[src/rtl/mux_arb_reg.sv]
// rtl/mux_arb_reg.sv - NCH-way source mux with direct/round-robin grant and registered output
module mux_arb_reg #(
  parameter int WIDTH     = 8,
  parameter int NCH       = 3,
  parameter int SEL_W     = 2,
  parameter int NARROW_CH = 2,
  parameter int NARROW_W  = 3
) (
  input  logic               clk,
  input  logic               rst_n,
  input  logic               mode,
  input  logic [SEL_W-1:0]   sel,
  input  logic [NCH*WIDTH-1:0] in_data,
  input  logic [NCH-1:0]     in_valid,
  output logic [NCH-1:0]     in_ready,
  output logic [WIDTH-1:0]   out_data,
  output logic [SEL_W-1:0]   out_chan,
  output logic               out_valid,
  input  logic               out_ready
);

  // Upper bits forced to one on the narrow channel; all-zero when NARROW_W == WIDTH.
  localparam logic [WIDTH-1:0] HI_ONES = ~({WIDTH{1'b1}} >> (WIDTH - NARROW_W));

  logic [WIDTH-1:0] out_data_q, out_data_d;
  logic [SEL_W-1:0] out_chan_q, out_chan_d;
  logic             out_valid_q, out_valid_d;
  logic [SEL_W-1:0] rr_ptr_q, rr_ptr_d;

  logic             grant;
  logic [SEL_W-1:0] gidx;
  logic             load;
  logic             xfer_in;
  logic [WIDTH-1:0] gdata;
  int               idx;

  assign load    = !out_valid_q || out_ready;
  assign xfer_in = grant && load;

  // Direct select, or a priority search rotated to start just after rr_ptr.
  always_comb begin
    grant = 1'b0;
    gidx  = '0;
    idx   = 0;
    if (!mode) begin
      for (int k = 0; k < NCH; k++) begin
        if (sel == SEL_W'(k) && in_valid[k]) begin
          grant = 1'b1;
          gidx  = SEL_W'(k);
        end
      end
    end else begin
      for (int off = 1; off <= NCH; off++) begin
        idx = (int'(rr_ptr_q) + off) % NCH;
        if (!grant && in_valid[idx]) begin
          grant = 1'b1;
          gidx  = SEL_W'(idx);
        end
      end
    end
  end

  always_comb begin
    gdata    = '0;
    in_ready = '0;
    for (int k = 0; k < NCH; k++) begin
      if (gidx == SEL_W'(k)) begin
        gdata       = in_data[k*WIDTH +: WIDTH];
        in_ready[k] = xfer_in;
      end
    end
    if (int'(gidx) == NARROW_CH) begin
      gdata = gdata | HI_ONES;
    end
  end

  always_comb begin
    out_data_d  = out_data_q;
    out_chan_d  = out_chan_q;
    out_valid_d = out_valid_q;
    rr_ptr_d    = rr_ptr_q;
    if (xfer_in) begin
      out_data_d  = gdata;
      out_chan_d  = gidx;
      out_valid_d = 1'b1;
      if (mode) begin
        rr_ptr_d = gidx;
      end
    end else if (out_ready) begin
      out_valid_d = 1'b0;
    end
  end

  always_ff @(posedge clk or negedge rst_n) begin
    if (!rst_n) begin
      out_data_q  <= '0;
      out_chan_q  <= '0;
      out_valid_q <= 1'b0;
      rr_ptr_q    <= SEL_W'(NCH - 1);
    end else begin
      out_data_q  <= out_data_d;
      out_chan_q  <= out_chan_d;
      out_valid_q <= out_valid_d;
      rr_ptr_q    <= rr_ptr_d;
    end
  end

  assign out_data  = out_data_q;
  assign out_chan  = out_chan_q;
  assign out_valid = out_valid_q;

endmodule

[config.mk]
export PLATFORM = sky130hd
export DESIGN_NAME = mux_arb_reg
export DESIGN_NICKNAME = d
export VERILOG_FILES = /design/src/rtl/mux_arb_reg.sv
export SDC_FILE = /design/constraint.sdc
export NUM_CORES = 1
export LEC_CHECK = 0
export ABC_AREA = 1
export BUFFER_PORTS_ARGS = -buffer_cell sky130_fd_sc_hd__buf_2
export CAP_MARGIN = 20
export CORE_MARGIN = 3
export CORE_UTILIZATION = 42
export DETAILED_ROUTE_END_ITERATION = 7
export HOLD_SLACK_MARGIN = 0.12
export MAX_ROUTING_LAYER = met4
export PLACE_DENSITY = 0.76
export SYNTH_ARGS = -nofsm -noshare
export SYNTH_HDL_FRONTEND = slang
export SYNTH_SLANG_ARGS = --single-unit
[constraint.sdc]
create_clock -name clk -period 2.1 [get_ports clk]
set_clock_uncertainty 0.05 [all_clocks]
set_input_delay 0.42 -clock clk [delete_from_list [all_inputs] [get_ports clk]]
set_output_delay 0.42 -clock clk [all_outputs]
set_load 0.01 [all_outputs]
Word level (Yosys, flattened, before mapping)
Index checks and enable logic that the tools add are counted.
{"block": "word_totals", "regBits": 13, "inputBits": 33, "output_inout_bits": 14, "wordCells": 65}
{"block": "classes", "n_addsub": 3, "div": 3, "order_cmp": 3, "eq_ne": 5, "mux": 33, "n_reduce_logical": 14}
{"cell": "$lt A32 B4 Y1 const B", "n": 3}
{"cell": "$mod A32 B3 Y32 const B", "n": 3}
{"cell": "$mux W8", "n": 4}
{"cell": "$mux W1", "n": 21}
{"cell": "$mux W2", "n": 5}
{"cell": "$add A2 B2 Y3 const B", "n": 2}
{"cell": "$bmux W1 S2", "n": 3}
{"cell": "$eq A2 B2 Y1 const B", "n": 3}
{"cell": "$logic_and A1 B1 Y1", "n": 6}
{"cell": "$eq A2 B1 Y1 const B", "n": 2}
{"cell": "$logic_not A2 Y1", "n": 2}
{"cell": "$add A2 B1 Y3 const B", "n": 1}
{"cell": "$logic_not A1 Y1", "n": 3}
{"cell": "$reduce_and A2 Y1", "n": 1}
{"cell": "$reduce_bool A2 Y1", "n": 1}
{"cell": "$logic_or A1 B1 Y1", "n": 1}

Longest topological paths before layout
Gate-level depths: netlist of the first run.
{"block": "logic_depth", "word_depth": 20, "ltp_mapped": 18}

Worst setup path after synthesis of the first run
OpenSTA, ideal clock, no wires.
{"block": "synth_path", "path_type": "reg2out", "startpoint": "reg rr_ptr_q[1]", "endpoint": "out in_ready[0]", "arrival_time_ps": 1785, "required_ps": 1630, "setup_slack_ps": -155, "path_stages_with_launch": 14, "cell_sequence": "dfstp_2 -> ha_1 -> buf_6 -> inv_4 -> nand2_1 -> nand3_2 -> nand2_2 -> nand3_1 -> nand2_1 -> inv_1 -> nand2_2 -> nand2_4 -> nand2_8 -> nor3_1"}
{"block": "synth_between", "elab_chain_cells": 17}
{"item": "from (decl)", "line": "28", "text": "logic [SEL_W-1:0] rr_ptr_q, rr_ptr_d;"}
{"item": "from (signal assigned)", "line": "99", "text": "rr_ptr_q <= SEL_W'(NCH - 1);"}
{"item": "from (signal assigned)", "line": "104", "text": "rr_ptr_q <= rr_ptr_d;"}
{"item": "$add A2 B1 Y3", "line": "54", "text": "idx = (int'(rr_ptr_q) + off) % NCH;"}
{"item": "$mod A32 B3 Y32", "line": "54"}
{"item": "$bmux W1 S2", "line": "55", "text": "if (!grant && in_valid[idx]) begin"}
{"item": "$mux W1 (implied by the code) (2 in a row)", "line": "55"}
{"item": "$mux W1", "line": "55"}
{"item": "$mux W1", "line": "45", "text": "if (!mode) begin"}
{"item": "$logic_not A1 Y1", "line": "55"}
{"item": "$logic_and A1 B1 Y1", "line": "55"}
{"item": "$mux W1", "line": "55"}
{"item": "$mux W1", "line": "45"}
{"item": "$logic_not A1 Y1", "line": "55"}
{"item": "$logic_and A1 B1 Y1", "line": "55"}
{"item": "$mux W2 or $mux W1 (tied branches)", "line": "55"}
{"item": "$mux W2 or $mux W1 (tied branches)", "line": "45"}
{"item": "$logic_not A2 Y1 or $logic_and A1 B1 Y1 (tied branches)", "line": "67, 38"}
{"item": "$mux W1 (*)", "line": "67", "text": "if (gidx == SEL_W'(k)) begin"}
{"item": "to (decl)", "line": "15", "text": "output logic [NCH-1:0] in_ready,"}
Mark *: on every way between the ends. The rest lies on a longest branch, timed or not. The select of a mux whose other input is x is not followed.

Worst setup path in the final report of the first run
Ends and elaborated chain as after synthesis.

==> results.cfg, run 1 <==
[routing]
vias_per_cell = 5.02
wl_per_cell_um = 13.2
vias = 1216
ant_nets = 0
drt_pass1_iterations = 4
drc_errors = 0
drt_iter0_drc = 47
wl_mm = 3.19

[timing]
maxSlewViolCount = 0
rsz0062_at_grt = true
relSlewSlack_pct = 79.7
fin_hold_ws_ps = 386
post-route-period-util_pct = 120
worst_slack_ps = -415
clock.fmax_ghz = 0.398
hold_viol = 0
fin_setup_tns_ps = -3760
setup_viol = 15
worst_slew_pin_slew_ps = 305
min_period_ps = 2520

[power_and_ir_drop]
swShare_pct = 47.0
pwr-share-seq_pct = 20.2
power.internal_uw = 1160
power.density_nw_per_um2 = 1390
peakVddDrop_mv = 0.797
p_sw_uw = 1030
clkPwrFrac_pct = 7.3
combPwrFrac_pct = 72.5
p_leak_uw = 0.000840

[synthesis]
synth-xor-area-share_pct = 0
yosys.area_share.adder_pct = 3.52
synth_top_family_by_area = simple AND/OR/NAND/NOR gates
syn_area_um2 = 1070
synth_area_per_cell_um2 = 7.06
yosys.area_share.simple_pct = 45.1
synth_nets = 187
synth-seq-cells = 13
synth.area.mux_share_pct = 0
synth_cell_types = 27
ys_seq_area_share_pct = 30.6
yosysWarnings = 0
synth_compound_area_share_pct = 7.16
synth_cells = 151

[grt]
grt-ovfl-total = 0
gr-usage-met3_pct = 4.60
grt_pass1_vias = 1256
grt-busiest-layer = met2
antenna_found_initial = 0
met2_usage_pct = 35.1
grt.met1_usage_pct = 23.4
grt_pass1_wl_mm = 5.20
grt_max_degree = 14
track_usage_pct = 21.0

[setup_path]
r2r_cells = 14
worst_ep_required_time_ps = 1630
reg2reg_slack_ps = -290
cp_num_cells = 13
slowest_stage = dfstp_2
r2r_start = rr_ptr_q[1]
max_stage_delay_ps = 580
crit_arrival_ps = 2050
crit_family = simple AND/OR/NAND/NOR gates
end_kind = output port
critical_path.startpoint_type = flip-flop
path_cells = ha_4, inv_4, nand2_2, nand3_2, nand2_4, nand3_2, nand2_2, inv_2, nand2_2, nand2_4, nand2_8, nor3_4, buf_2
worst-path-max-fanout = 8
crit_top_cell = nand2_2
timing.rr.end = out_data[0]
path_class = flip-flop to output port
crit_buf_inv = 3

[job]
maxCapViolCount = 0

[die]
die-area_um2 = 3180
pin_count = 47
die_h_um = 56.4
start_util_pct = 46.0
core_um2 = 2320
std_cell_rows = 17
die_width_um = 56.4

[cells_and_area]
final_common_cell = buf_2
drive_gt1_share_pct = 50.0
area_delta_synth_final_pct = 47.9
mostFrequentLayoutCells = 40 x buf_2, 31 x nand2_1, 18 x buf_4
fin_util_pct = 68.0
nets = 251
diodes = 0

[placed_design]
io_buffers = 41
finalWeightedCongestion = 0.798
hpwl_mm = 2.30

[hold_path]
holdCritStartpoint = in_data[9]
hold_class = input port to flip-flop
min_to = out_data[1]
whs_path_depth = 5

[clocking]
clk_latency_ps = 280
tritoncts = built
htreeDepth = 1
numCtsBuffers = 3
clockRootBuffer = clkbuf_4
clock-sinks = 13
ctsLongestPathBuffers = 2
path_clk_slew_ps = 80

[status]
violations = setup timing
status = finished with violations
==> layer usage <==
metal,up-vias,routed length [µm]
met5,-,0
met4,0,99
met3,10,124
met2,51,1630
met1,550,1340
li1,605,-
==> worst max-delay path by stage <==
stage	to	start	slack (ps)
after global routing	in_ready[0]	rr_ptr_q[1]	-540
final	in_ready[0]	rr_ptr_q[1]	-420
after CTS	in_ready[0]	rr_ptr_q[1]	-410
after floorplan	in_ready[1]	rr_ptr_q[1]	-9
after detailed placement	in_ready[0]	rr_ptr_q[1]	-180
after global placement	in_ready[0]	rr_ptr_q[1]	-120
==> cell families after synthesis <==
kind of cell | Yosys count
and+or+nand+nor | 92
buffers and inverters | 30
AOI/OAI and AO/OA | 13
DFF | 13
adders and majority gates | 3
==> state kept, by name, indices dropped and copies added, names as in the netlist <==
register	count
out_data	8
rr_ptr_q	2
out_valid	1
out_chan	2
==> synthesized netlist by cell type (all sizes together) <==
master	number	area share, %
nand2	45	20
inv	26	10
nand3	19	10
dfrtp	12	28
o21ai	10	5.4
nor2	9	3.9
or2	9	5.3
nand4	6	3.5
buf	4	3.5
nor3	4	1.9
ha	3	3.5
a21boi	1	0.70
a21oi	1	0.47
a31oi	1	0.59
dfstp	1	2.5
==> power groups by stage <==
stage | combinational [µW] | clock, µW | sequential (µW)
global placement | 1300 | 0 | 439
floorplan | 893 | 0 | 488
finish | 1580 | 160 | 442
detailed placement | 1340 | 0 | 447
global route | 1740 | 185 | 452
CTS | 1500 | 169 | 441
==> final cells by class <==
| type | instances | area, µm² |
|---|---|---|
| Inverter | 26 | 118 |
| Multi-Input combinational cell | 108 | 671 |
| Timing Repair Buffer | 63 | 399 |
| Sequential cell | 13 | 327 |
| Tap cell | 28 | 35.0 |
| Clock inverter | 1 | 5.00 |
| Clock buffer | 3 | 22.5 |
| Fill cell | 210 | 742 |
==> stage by stage <==
step           setup slack, ps  area (µm²)  std cells  total power, µW
2_1_floorplan            -9.02        1110        151             1380
3_3_place_gp              -117        1410        228             1730
3_5_place_dp              -179        1410        228             1790
4_1_cts                   -408        1550        240             2110
5_1_grt                   -543        1580        242             2370
6_report                  -415        1580        242             2190
==> worst reg2reg max path: cells and delay by family (launching register included) <==
kind	cells	cell delay, ps
adders and majority gates	1	240
and+or+nand+nor	7	880
DFF	1	580
buffers and inverters	6	540
==> timing repair <==
action,CTS,global route
resized for setup,17,5
buffers inserted,7,2
hold endpoints to repair,12,0
setup endpoints to repair,13,15
hold buffers,1,0
pin swaps,7,4
No activity file was read; power rests on OpenSTA's default activity.
==> inputs of run 2 (changes only) <==
--- a/config.mk
+++ b/config.mk
@@ -7,3 +7,2 @@
 export LEC_CHECK = 0
-export ABC_AREA = 1
 export BUFFER_PORTS_ARGS = -buffer_cell sky130_fd_sc_hd__buf_2
@@ -11,3 +10,3 @@
 export CORE_MARGIN = 3
-export CORE_UTILIZATION = 42
+export CORE_UTILIZATION = 40
 export DETAILED_ROUTE_END_ITERATION = 7
@@ -15,3 +14,3 @@
 export MAX_ROUTING_LAYER = met4
-export PLACE_DENSITY = 0.76
+export PLACE_DENSITY = 0.75
 export SYNTH_ARGS = -nofsm -noshare
==> constraint.sdc (replaced) <==
create_clock -name clk -period 2.1 [get_ports clk]
set_clock_uncertainty 0.05 [all_clocks]
set_input_delay 0.315 -clock clk [delete_from_list [all_inputs] [get_ports clk]]
set_output_delay 0.315 -clock clk [all_outputs]
set_load 0.01 [all_outputs]
==> run 2 against run 1 <==
Against the previous run: the run still ends with setup timing left; first-iteration DRC count is 45% lower; flip-flop and latch count did not move; count of clock-buffer cells in the layout up 1; sequential share of layout area grew 0.28 points; routed wire length increased by 5.2%; final area is 1.3% lower; fmax shrank 5.4%; critical endpoint is now in_ready[2]; largest power group unchanged; highest routed layer unchanged.
==> results.cfg, run 2 <==
[timing]
post-route-period-util_pct = 127
rsz0062_at_grt = true
worst_slew_pin_slew_ps = 476
setup_viol = 14
worst_slack_ps = -559
min_period_ps = 2660
hold_viol = 0
maxSlewViolCount = 0
relSlewSlack_pct = 67.9
clock.fmax_ghz = 0.376

[die]
die-area_um2 = 2930
die_width_um = 54.1
core_um2 = 2080
pin_count = 47
die_h_um = 54.1
std_cell_rows = 16
start_util_pct = 44.5

[cells_and_area]
stdcell_area_um2 = 1560
diodes = 0
area_delta_synth_final_pct = 67.7
seqCellArea_um2 = 327
fin_util_pct = 74.7
mostFrequentLayoutCells = 40 x buf_2, 26 x buf_4, 16 x nand2_1
drive_gt1_share_pct = 56.6
fillers = 143
nets = 212
largest_reg_flops = 8
multiInputGateArea_um2 = 703
final_common_cell = buf_2

[setup_path]
path_cells = ha_4, and2b_1, o21ai_1, and3_4, buf_4, a31oi_1, buf_4, nor3_4, buf_2
crit_arrival_ps = 2290
timing.rr.end = out_data[0]
worst_ep_required_time_ps = 1740
max_stage_delay_ps = 590
worst-path-max-fanout = 7
critical_path.startpoint_type = flip-flop
end_kind = output port
crit_buf_inv = 3
reg2reg_slack_ps = -550
r2r_start = rr_ptr_q[1]
slowest_stage = dfstp_2
r2r_cells = 12
path_class = flip-flop to output port
crit_top_cell = buf_4
crit_family = flip-flops

[grt]
grt_pass1_wl_mm = 4.82
grt_pass1_vias = 1092
grt-ovfl-total = 0
track_usage_pct = 23.5
grt_max_degree = 14
antenna_found_initial = 0

[synthesis]
synth_nets = 142
ys_async_sr_fraction_pct = 100
yosys-top-cells-area = dfrtp_1 32%, nand2_1 6.5%, a31oi_1 5.4%
synth_top_cell_area_share_pct = 32.4
synth_commonest_cells = 16 x nand2_1, 12 x dfrtp_1, 10 x nor2_1, 8 x a31oi_1
synth_cell_types = 37
synth_top_cell_by_area = dfrtp_1
ys_seq_area_share_pct = 35.2
synth_cells = 106
syn_area_um2 = 927
synth-seq-cells = 13
synth_area_per_cell_um2 = 8.75
yosysMostFrequentCell = nand2_1
yosysWarnings = 0
synth-edff-count = 0
dominantRegCellSynth = dfrtp_1

[clocking]
tritoncts = built
htreeDepth = 1
clock-sinks = 13
clk_latency_ps = 280
ctsLongestPathBuffers = 2
path_clk_slew_ps = 100
clockRootBuffer = clkbuf_4
numCtsBuffers = 3

[placed_design]
io_buffers = 41
hpwl_mm = 1.97
finalWeightedCongestion = 0.777
place_area_um2 = 1310

[routing]
wl_mm = 3.36
vias_per_cell = 5.68
vias = 1147
drt_pass1_iterations = 6
wl_per_cell_um = 16.6
drc_errors = 0
drt_iter0_drc = 26
ant_nets = 0

[power_and_ir_drop]
power.density_nw_per_um2 = 1430
p_leak_uw = 0.000742
peakVddDrop_mv = 0.863

[hold_path]
hold_class = input port to flip-flop
min_to = out_data[1]
whs_path_depth = 2
holdCritStartpoint = in_data[1]

[status]
violations = setup timing
status = finished with violations

[job]
maxCapViolCount = 0
[run 2: changes by cell type after synthesis, moves of 4 or more]
cell and delta:
a21o_1 +4, a31oi_1 +7, inv_1 -16, nand2_1 -20
nand2_2 -6, nand3_1 -15, nand4_1 -6, or2_0 -6
[run 2: report_power, final]
part / leakage (µW) / total, µW / internal, µW / switching, µW
logic: 0.000581 / 1630 / 836 / 793
clock network: 0.0000150 / 161 / 73.5 / 87.1
registers: 0.000146 / 435 / 367 / 67.6
[run 2: worst reg2reg max path, stage by stage (launching register included)]
cell and delay, ps:
dfstp_2 590, inv_2 80, ha_4 180, and2b_1 230, o21ai_1 90, and3_4 180, buf_4 140, a21o_1 210
buf_4 150, buf_4 130, buf_6 130, a221oi_2 300, o2bb2ai_1 90
[run 2: cell families after synthesis]
logic type / after synthesis / share of synthesized area [%]
compound gates: 33 / 24.3
mux: 3 / 4.72
simple gates: 44 / 25.2
flops: 13 / 35.2
fa+ha+maj: 3 / 4.05
buf+inv: 10 / 6.48
[run 2: worst max path at each step]
stage	startpoint	endpoint	cells past startpoint
5_1_grt	rr_ptr_q[1]	in_ready[2]	9
4_1_cts	rr_ptr_q[1]	in_ready[0]	8
6_report	rr_ptr_q[1]	in_ready[2]	9
3_5_place_dp	rr_ptr_q[1]	out_data[7]	8
3_3_place_gp	rr_ptr_q[1]	in_ready[2]	7
2_1_floorplan	rr_ptr_q[1]	in_ready[2]	8
[run 2: final cells by class]
type                    instances  area share [%]
repair buffers                 71            29.0
flip-flops and latches         13            21.0
clock buffers                   4            1.69
multi-input cells              83            45.2
inverters                       4           0.965
well taps                      27            2.17
[run 2: metal layers]
| layer | GRT usage [%] | up-vias | wire length, µm |
|---|---|---|---|
| met2 | 39.6 | 56 | 1760 |
| met5 | - | - | 0 |
| met3 | 3.60 | 8 | 220 |
| li1 | - | 523 | - |
| met1 | 27.8 | 560 | 1330 |
| met4 | 9.13 | 0 | 45 |
[run 2: timing repair]
| action | CTS | global route |
|---|---|---|
| setup buffers | 7 | 2 |
| gates resized for setup | 29 | 2 |
| hold buffers | 1 | 0 |
| endpoints found under the hold margin | 12 | 0 |
| pin swaps | 11 | 5 |
| setup endpoints to repair | 15 | 15 |
[run 2: metrics by stage]
step | setup WS [ps] | power (µW) | instances | setup TNS, ps | hold WS (ps)
finish | -559 | 2220 | 202 | -5150 | 211
global route | -657 | 2380 | 202 | -6390 | 205
CTS | -493 | 2120 | 200 | -2980 | 207
detailed placement | -361 | 1600 | 189 | -3900 | 171
global placement | -288 | 1560 | 189 | -3110 | 163
floorplan | -143 | 1170 | 106 | -594 | -30.6
